## config.mk

```make
export PLATFORM = sky130hd
export DESIGN_NAME = adder_selftest_driver
export DESIGN_NICKNAME = d
export VERILOG_FILES = /design/src/rtl/adder_selftest_driver.sv
export SDC_FILE = /design/constraint.sdc
export NUM_CORES = 1
export LEC_CHECK = 0
export BUFFER_PORTS_ARGS = -buffer_cell sky130_fd_sc_hd__buf_4
export CAP_MARGIN = 10
export CORE_ASPECT_RATIO = 1.1
export CORE_MARGIN = 3
export CORE_UTILIZATION = 39
export DETAILED_ROUTE_END_ITERATION = 10
export GPL_TIMING_DRIVEN = 0
export PLACE_DENSITY = 0.73
export REMOVE_ABC_BUFFERS = 1
export SYNTH_ARGS = -nofsm -noshare
export SYNTH_HDL_FRONTEND = slang
export SYNTH_SLANG_ARGS = --single-unit
```

## constraint.sdc

```tcl
create_clock -name clk -period 7.21 [get_ports clk]
set_input_delay 1.0815 -clock clk [delete_from_list [all_inputs] [get_ports clk]]
set_output_delay 1.0815 -clock clk [all_outputs]
set_load 0.005 [all_outputs]
```

## src/rtl/adder_selftest_driver.sv

```systemverilog
// Built-in self-test initiator for a registered nibble adder: sweeps all 256
// packed operand pairs, checks each result and records the first failure.
module adder_selftest_driver #(
   parameter int LATENCY     = 1,
   parameter int ERR_W       = 8,
   parameter bit STOP_ON_ERR = 1'b0
) (
   input  logic             clk,
   input  logic             rst_n,
   input  logic             start,
   input  logic [7:0]       res_in,
   output logic [7:0]       op_out,
   output logic             busy,
   output logic             done,
   output logic             pass,
   output logic [ERR_W-1:0] err_count,
   output logic [7:0]       fail_vec,
   output logic [7:0]       fail_res
);

   localparam int WC_W = $clog2(LATENCY + 1);

   typedef enum logic [1:0] {S_IDLE, S_WAIT, S_CHECK, S_DONE} state_t;

   state_t           r_state, w_state_next;
   logic [7:0]       r_vec, w_vec_next;
   logic [WC_W-1:0]  r_wait_cnt, w_wait_cnt_next;
   logic [7:0]       r_op, w_op_next;
   logic             r_busy, w_busy_next;
   logic             r_done, w_done_next;
   logic             r_pass, w_pass_next;
   logic [ERR_W-1:0] r_err_count, w_err_count_next;
   logic [7:0]       r_fail_vec, w_fail_vec_next;
   logic [7:0]       r_fail_res, w_fail_res_next;

   logic [3:0]       w_sum;
   logic [7:0]       w_expected;
   logic             w_mismatch;
   logic             w_last;
   logic             w_wait_done;
   logic             w_start_ok;

   // Expected result keeps only the wrapped nibble; the upper nibble must be zero.
   assign w_sum       = r_vec[7:4] + r_vec[3:0];
   assign w_expected  = {4'h0, w_sum};
   assign w_mismatch  = (res_in != w_expected);
   assign w_last      = (r_vec == 8'hFF) || (STOP_ON_ERR && w_mismatch);
   assign w_wait_done = (r_wait_cnt == WC_W'(LATENCY - 1));
   assign w_start_ok  = start && ((r_state == S_IDLE) || (r_state == S_DONE));

   always_ff @(posedge clk) begin
      if (!rst_n) begin
         r_state     <= S_IDLE;
         r_vec       <= '0;
         r_wait_cnt  <= '0;
         r_op        <= '0;
         r_busy      <= 1'b0;
         r_done      <= 1'b0;
         r_pass      <= 1'b0;
         r_err_count <= '0;
         r_fail_vec  <= '0;
         r_fail_res  <= '0;
      end else begin
         r_state     <= w_state_next;
         r_vec       <= w_vec_next;
         r_wait_cnt  <= w_wait_cnt_next;
         r_op        <= w_op_next;
         r_busy      <= w_busy_next;
         r_done      <= w_done_next;
         r_pass      <= w_pass_next;
         r_err_count <= w_err_count_next;
         r_fail_vec  <= w_fail_vec_next;
         r_fail_res  <= w_fail_res_next;
      end
   end

   always_comb begin
      w_state_next = r_state;
      case (r_state)
         S_IDLE:  if (start) w_state_next = S_WAIT;
         S_WAIT:  if (w_wait_done) w_state_next = S_CHECK;
         S_CHECK: w_state_next = w_last ? S_DONE : S_WAIT;
         S_DONE:  if (start) w_state_next = S_WAIT;
         default: w_state_next = S_IDLE;
      endcase
   end

   always_comb begin
      w_vec_next       = r_vec;
      w_wait_cnt_next  = r_wait_cnt;
      w_op_next        = r_op;
      w_busy_next      = r_busy;
      w_done_next      = r_done;
      w_pass_next      = r_pass;
      w_err_count_next = r_err_count;
      w_fail_vec_next  = r_fail_vec;
      w_fail_res_next  = r_fail_res;

      if (w_start_ok) begin
         w_vec_next       = '0;
         w_wait_cnt_next  = '0;
         w_op_next        = '0;
         w_busy_next      = 1'b1;
         w_done_next      = 1'b0;
         w_pass_next      = 1'b0;
         w_err_count_next = '0;
         w_fail_vec_next  = '0;
         w_fail_res_next  = '0;
      end else if (r_state == S_WAIT) begin
         w_wait_cnt_next = r_wait_cnt + WC_W'(1);
      end else if (r_state == S_CHECK) begin
         if (w_mismatch) begin
            if (r_err_count != '1)
               w_err_count_next = r_err_count + ERR_W'(1);
            // Only the first mismatch of a sweep is recorded.
            if (r_err_count == '0) begin
               w_fail_vec_next = r_vec;
               w_fail_res_next = res_in;
            end
         end
         if (w_last) begin
            w_busy_next = 1'b0;
            w_done_next = 1'b1;
            w_pass_next = (w_err_count_next == '0);
         end else begin
            w_vec_next      = r_vec + 8'd1;
            w_op_next       = r_vec + 8'd1;
            w_wait_cnt_next = '0;
         end
      end
   end

   assign op_out    = r_op;
   assign busy      = r_busy;
   assign done      = r_done;
   assign pass      = r_pass;
   assign err_count = r_err_count;
   assign fail_vec  = r_fail_vec;
   assign fail_res  = r_fail_res;

endmodule

```

==> metrics.cfg <==
[outcome]
status = complete, no violations

[timing]
setup_violations = 0
worst_pin_slew_ns = 1.15
layout_setup_ws_ns = 3.75
skew_ns = 0.00592
rsz0062_at_grt = no
hold_viol = 0
period_share = 0.480
slew_viol_final = 0
fmax_mhz = 289
final.min_clock_period_ns = 3.46
max_slew_margin = 0.229
tns_ns = 0

[clocking]
post-cts-setup-buffers = 0
cts.sinks = 38
clockBufferDepth = 2
clkTransAtPathRegs_ns = 0.08
cts_resized = 0
cts_buffers = 5
clk_latency_ns = 0.29
cts_tree = built
h-tree-depth = 2
cts-root-buf = clkbuf_8
hold_buffers = 0

[worst_setup_path]
crit_arrival_ns = 3.60
worstSetupEndpointType = register
crit_fanout = 12
cp-start-kind = register
crit_required_ns = 7.35
critPathSlowestCell = nor4b_4
slowest_delay_ns = 0.64
worstPathCellList = ha_1, inv_1, fa_1, xor3_1, and4_1, o21ai_1, nor4b_4, buf_8, mux2i_1, nor2_1
crit_type = register to register

[finish]
antennaDiodeCount = 0
layout.nets = 284
fin_area_mm2 = 0.00249
most-common-layout-cells = buf_4 (45), dfxtp_1 (38), nor2_1 (37)
final_common_cell = buf_4
nFillCells = 459
drive_above_1_share = 0.239
area_delta_synth_final_pct = 23.9

[placed_design]
dp_hpwl_um = 3060
dp_slack_ns = 3.58
io_buffer_count = 45
place.gp.congestion = 0.754
placed_area_mm2 = 0.00238

[power]
power.density_mw_per_mm2 = 231
p_leak_nw = 1.08
peakVddDrop_uv = 78.5

[die]
core_mm2 = 0.00481
initial_core_util = 0.418
die_y_um = 81.3
rows = 26
fp.dieArea_mm2 = 0.00606
pin_count = 46
die_x_um = 74.5

[drt]
vias_per_cell = 5.25
routed_wl_um = 4250
antenna_left = 0
dr.pass1.iters = 4
drt_iter0_markers = 44
wl_per_cell_um = 13.3
drc = 0
vias = 1680

[yosys]
netlist_instances = 222
yosys-top-cells-area = dfxtp_1 (38%), mux2i_1 (10%), nor2_1 (6.9%), ha_1 (5.6%), xnor2_1 (3.0%)
ys_seq_area_frac = 0.378
yosys.area.top_type_share = 0.378
synth_top_area_cell = dfxtp_1
ys_ff_latch = 38
synth_flop_cell = dfxtp_1
avgSynthCellArea_um2 = 9.06
synthDistinctLibCells = 44
async_flop_share = 0
synth_edf_count = 0
ys_warn_count = 0
synthesis.area_mm2 = 0.00201

[global_routing]
grt_start_max_net_pins = 36
grt_pass1_vias = 1600
antenna_found_initial = 0
grt_overflow = 0
grt_usage = 0.155
grt_pass1_wl_um = 7280

[min_path]
hold_class = register to register

[flow_run]
max_cap_violations = 0

==> synthesized netlist by cell type, types with 2 or more instances <==
cell type / number
ha_1: 9
nor2_1: 37
clkbuf_1: 8
o211a_1: 2
nand2b_1: 3
or3_1: 2
inv_1: 10
xor2_1: 6
nand4_1: 7
nor3_1: 2
or2_2: 2
and2_1: 2
mux2i_1: 21
a41oi_1: 2
nor4_1: 2
buf_2: 2
a21oi_1: 6
and4_1: 3
nand2_1: 12
nand3_1: 8
mux2_2: 3
xnor2_1: 7
o21ai_0: 3
dfxtp_1: 38
and3_1: 6
==> cells by family (layout without fill, tap and decap cells) <==
logic type      count (synthesis)  in the layout  share of synthesized area
mux                            24             24                      0.121
fa+ha+maj                      10             10                     0.0659
simple gates                   92             92                      0.231
buf+inv                        22             64                     0.0479
flops                          38             38                      0.378
compound gates                 21             21                     0.0765
xor+xnor                       15             15                     0.0796
==> sequential cells by signal (all words and copies together) (netlist names) <==
name and flops:
err_count 8, fail_res 8, fail_vec 8, op_out 8, r_state 2, busy 1, done 1, pass 1
r_wait_cnt 1
==> power breakdown <==
group / total (mW) / switching, mW / leakage (nW) / internal (mW)
clock network: 0.176 / 0.0746 / 0.0579 / 0.102
logic: 0.158 / 0.0831 / 0.712 / 0.0744
registers: 0.242 / 0.0150 / 0.307 / 0.227
total: 0.576 / 0.173 / 1.08 / 0.403
==> worst max-delay path: cells and delay by family (launching register included) <==
| kind | cells | cell delay, ns |
|---|---|---|
| AOI/OAI and AO/OA | 1 | 0.43 |
| and+or+nand+nor | 3 | 0.90 |
| DFF | 1 | 0.48 |
| muxes | 1 | 0.21 |
| buffers and inverters | 2 | 0.30 |
| xor gates and xnor gates | 1 | 0.37 |
| adders and majority gates | 2 | 0.63 |
==> routing by layer <==
metal	vias up	wire length, um	global-route usage
met2	31	2110	0.268
met5	-	0	0
met4	0	63	0.0534
met1	794	1910	0.184
li1	848	-	-
met3	7	161	0.0371
==> final timing paths <==
kind,start,to,slack [ns],depth (start not counted)
worst min-delay path,done,done,0.45,2
worst min register to register,done,done,0.45,2
worst max register to register,op_out[4],fail_vec[4],3.75,10
worst max-delay path,op_out[4],fail_vec[4],3.75,10
==> final cells by class <==
cell class                 instances  area [um^2]  area share
clock inverter                     3         40.0      0.0161
tap                               56         70.1      0.0281
multi-input combinational        162         1160       0.467
timing repair buffer              46          353       0.141
sequential                        38          761       0.305
inverter                          10         37.5      0.0151
clock buffer                       5         68.8      0.0276
==> metrics by stage <==
stage,utilization,hold WS (ns),instances,power (mW)
after global placement,0.490,0.441,311,0.399
after CTS,0.518,0.456,320,0.585
final,0.518,0.449,320,0.576
after floorplan,-,0.442,210,0.352
after detailed placement,0.495,0.446,312,0.405
after global routing,0.518,0.483,320,0.616
Note: power is estimated with default switching activity, not from simulation.
